[config.mk]
export PLATFORM = sky130hd
export DESIGN_NAME = unsigned_down_async_reset_timer
export DESIGN_NICKNAME = d
export VERILOG_FILES = /design/src/rtl/unsigned_down_async_reset_timer.sv
export SDC_FILE = /design/constraint.sdc
export NUM_CORES = 1
export LEC_CHECK = 0
export CORE_AREA = 2 2 39 41
export DETAILED_ROUTE_END_ITERATION = 10
export DIE_AREA = 0 0 41 43
export MAX_ROUTING_LAYER = met4
export PLACE_DENSITY = 0.72
export SYNTH_ARGS = -nofsm -noshare
export SYNTH_HDL_FRONTEND = slang
export SYNTH_SLANG_ARGS = --single-unit
[constraint.sdc]
create_clock -name C -period 1.35 [get_ports C]
set_clock_uncertainty 0.05 [all_clocks]
set_input_delay 0.135 -clock C [delete_from_list [all_inputs] [get_ports C]]
set_output_delay 0.135 -clock C [all_outputs]
set_load 0.02 [all_outputs]
[src/rtl/unsigned_down_async_reset_timer.sv]
// Loadable unsigned down-counter/timer with one-shot or auto-reload behaviour.
// A terminal event fires on the enabled edge that finds Q already at zero.
module unsigned_down_async_reset_timer #(
    parameter int WIDTH       = 4,
    parameter bit AUTO_RELOAD = 1'b0
) (
    input  logic             C,
    input  logic             CLR,
    input  logic             CE,
    input  logic             L,
    input  logic [WIDTH-1:0] D,
    output logic [WIDTH-1:0] Q,
    output logic             TC,
    output logic             BUSY,
    output logic             DONE,
    output logic             EXP,
    output logic [1:0]       ST
);

    typedef enum logic [1:0] {
        IDLE    = 2'd0,
        RUN     = 2'd1,
        EXPIRED = 2'd2
    } state_t;

    localparam logic [WIDTH-1:0] ONE = {{(WIDTH-1){1'b0}}, 1'b1};

    state_t           state;
    logic [WIDTH-1:0] r;

    always_ff @(posedge C or posedge CLR) begin
        if (CLR) begin
            state <= IDLE;
            Q     <= '0;
            r     <= '0;
            DONE  <= 1'b0;
        end else begin
            DONE <= 1'b0;
            if (L) begin
                // Load wins over any terminal condition on the same edge.
                Q     <= D;
                r     <= D;
                state <= RUN;
            end else if (state == RUN && CE) begin
                if (Q != '0) begin
                    Q <= Q - ONE;
                end else begin
                    DONE <= 1'b1;
                    if (AUTO_RELOAD) begin
                        Q <= r;
                    end else begin
                        state <= EXPIRED;
                    end
                end
            end
        end
    end

    assign TC   = (Q == '0);
    assign BUSY = (state == RUN);
    assign EXP  = (state == EXPIRED);
    assign ST   = state;

endmodule
==> results.md <==
* Status: complete, but fails checks
* Failing checks: negative setup slack
* Netlist Area Pre-Place at between 300 and 400 sq um
* Wirelength per Cell at between 10 and 15 microns
* Total power at 788 uW
* Final setup margin at -137 ps
* Worst slew margin at about four fifths
* Die area at approximately 0.0018 sq mm
* Layout cells sized above 1 at between 40% and 50%
* Total track usage at between 10% and 20%
* CP startpoint kind: flip-flop
* IO Pins at 18
* Layout area overhead at 88.9%
* YS warnings at 0
* Routability cong. at around 0.75
* Pre-CTS setup slack at -262 ps
* Synth Area in Simple Gates at about a third
* Peak supply drop at 563 uV
* Final Setup Violations at 4
* # rows at 14
* Tcrit/Tclk final at 110%
* Multiplexer area fraction after synthesis at 0%
* RSZ-0062 raised after global routing: true
* Hold Buf Count CTS at 0
* Crit end category: flip-flop
* Synthesized Nets at 50
* Total Neg Setup Slack at -414 ps
* Max clock buf depth at 2
* PwrDens at around 1100 mW/mm^2
* Synthesized instance count at 41
* First-pass GRT wire length at 1.81 mm
* Worst-path maximum fanout at 5
* Max Cap Viol at 0
* DR vias/cell at 4.84
* Nets at 84
* Critical Path RT at approximately 1500 ps
* Setup crit start: Q[0]
* Fin. Hold Viols at 0
* Die height at 43 microns
* DPL Wire Length at 868 microns
* Vias at about 440
* Min-Delay Path Class: in2async
* # diodes at 0
* Lkg Pwr at roughly 0.35 nW
* Largest family of logic cells by synthesized area: simple AND/OR/NAND/NOR gates
* H-Tree Depth at 1
* Insertion delay to the later sink of the worst-skew pair at roughly 250 ps
* Chip width at roughly 40 microns
* TritonCTS clock tree: built
* Number of global-route vias before repair at about 460
* Filler cell count at roughly 130
* Synth Area in XOR/XNOR at 0%
* Buffers on Ports at 17
* Max Fclk at a little under 0.7 GHz
* Core area at roughly 0.0014 sq mm
* Post-synthesis adder-cell area fraction at about 3.2%
* Min Hold Slack at approximately 70 ps
* Largest net degree at the start of global routing at 8
* CTS clk-pin slew, worst paths at about 60 ps
* DR iter-0 viols at 3
* TritonCTS buffer count at 3
* Arr. time, crit path at 1590 ps
* Final Max Tran Viols at 0
* Drt first pass iters at 4
* Total grt overflow at 0
* Slew @ Worst Pin at about 290 ps
* WS Path Type: reg2reg
* Root Buffer: clkbuf_4
* Count of cell types in the netlist at 23
* CTS sink cnt at 7
* DR DRC count at 0
* Routed Antenna Nets at 0
* Initial antenna violation count at 0
* Synth Area in Compound Gates at around 14%
* Post-Route WL at 1.14 mm
* Post-synthesis average cell area at around 9.6 sq um
* Starting density of the core at around 28%
* FF-to-FF Start: Q[0]
* Sequential fraction of the synthesis area at approximately 44%
* Min Tclk post-route at 1490 ps
* FF+latch count, synth at 7
[path summary, 6_finish.rpt]
path	end	slack, ps	depth (start not counted)
worst max-delay path	Q[0]	-140	6
min in group C	Q[0]	430	3
max in group asynchronous	Q[0]	940	2
worst min register to register	ST[1]	540	2
worst min-delay path	DONE	70	2
worst max register to register	Q[0]	-140	6
[state kept, by name, indices dropped and copies added, names as in the netlist]
register and cells:
Q 4, ST 2, DONE 1
[cells in the final DEF (no fill, tap or decap), drive strengths merged, types with 2 or more instances in the layout]
cell type	netlist	final
buf	0	14
clkdlybuf4s50	0	7
dfrtp	7	7
dlygate4sd2	0	6
clkbuf	1	6
nand2	4	4
inv	4	4
nor2	3	3
nand2b	2	2
a21oi	2	2
nor3	2	2
or4	2	2
[critical path: stages, from the launching register on]
cell and delay [ps]:
dfrtp_2 370, inv_2 50, ha_4 150, nor3b_4 150, buf_6 130, or4_1 400
o211ai_1 100
[cells in the mapped netlist]
library cell / number / area, sq um
dfrtp_1: 7 / 175
and3b_1: 1 / 8.76
ha_1: 1 / 12.5
o21ai_0: 1 / 5.00
nor2b_1: 1 / 6.26
a21o_1: 1 / 7.51
nor2_1: 3 / 11.3
nor3b_2: 1 / 12.5
a211o_1: 1 / 8.76
nand2b_1: 2 / 12.5
o221ai_1: 1 / 8.76
and3_1: 1 / 6.26
or3_1: 1 / 6.26
inv_1: 4 / 15.0
o311ai_1: 1 / 8.76
nand2_1: 4 / 15.0
or4_1: 2 / 15.0
nor3_1: 2 / 10.0
clkbuf_1: 1 / 3.75
nand3b_4: 1 / 20.0
o211ai_1: 1 / 7.51
and2b_1: 1 / 7.51
a21oi_1: 2 / 10.0
[logic make-up (layout without fill, tap and decap cells)]
kind of cell / after synthesis / count (layout)
fa+ha+maj: 1 / 1
compound gates: 8 / 8
simple gates: 20 / 20
flops: 7 / 7
buf+inv: 5 / 38
[report_power, final]
| group | switching, mW | leakage (nW) | total, mW | internal, mW |
|---|---|---|---|---|
| clock network | 0.0779 | 0.0150 | 0.191 | 0.113 |
| registers | 0.0228 | 0.0831 | 0.258 | 0.236 |
| logic | 0.160 | 0.250 | 0.339 | 0.178 |
| total | 0.261 | 0.348 | 0.788 | 0.527 |
[through the flow]
stage	instances	instance area (sq um)	utilization, %
4_1_cts	89	718	51.9
3_3_place_gp	85	692	50.0
2_1_floorplan	41	415	-
3_5_place_dp	85	692	50.0
6_report	90	744	53.8
5_1_grt	90	744	53.8
[final cells by class]
type                       instances  area (sq um)  share of cell area, %
inverter                           4          15.0                   2.02
timing repair buffer              30           253                   33.9
tap                               16          20.0                   2.69
clock buffer                       4          26.3                   3.53
multi-input combinational         29           253                   33.9
sequential                         7           178                   23.9
[per-layer routing]
metal	global-route usage [%]	vias up	share of wire [%]
li1	-	210	-
met1	17.9	205	39
met2	25.0	21	55
met3	3.14	0	6.3
met4	4.00	0	0
met5	-	-	0
[repair_timing]
| action | in CTS | in global routing |
|---|---|---|
| cloned | 0 | 0 |
| setup endpoints to repair | 14 | 9 |
| resized for setup | 18 | 10 |
| buffers inserted | 1 | 1 |
| pin swaps | 4 | 2 |
| endpoints found under the hold margin | 0 | 0 |
Power figures use the tool's default switching activity.
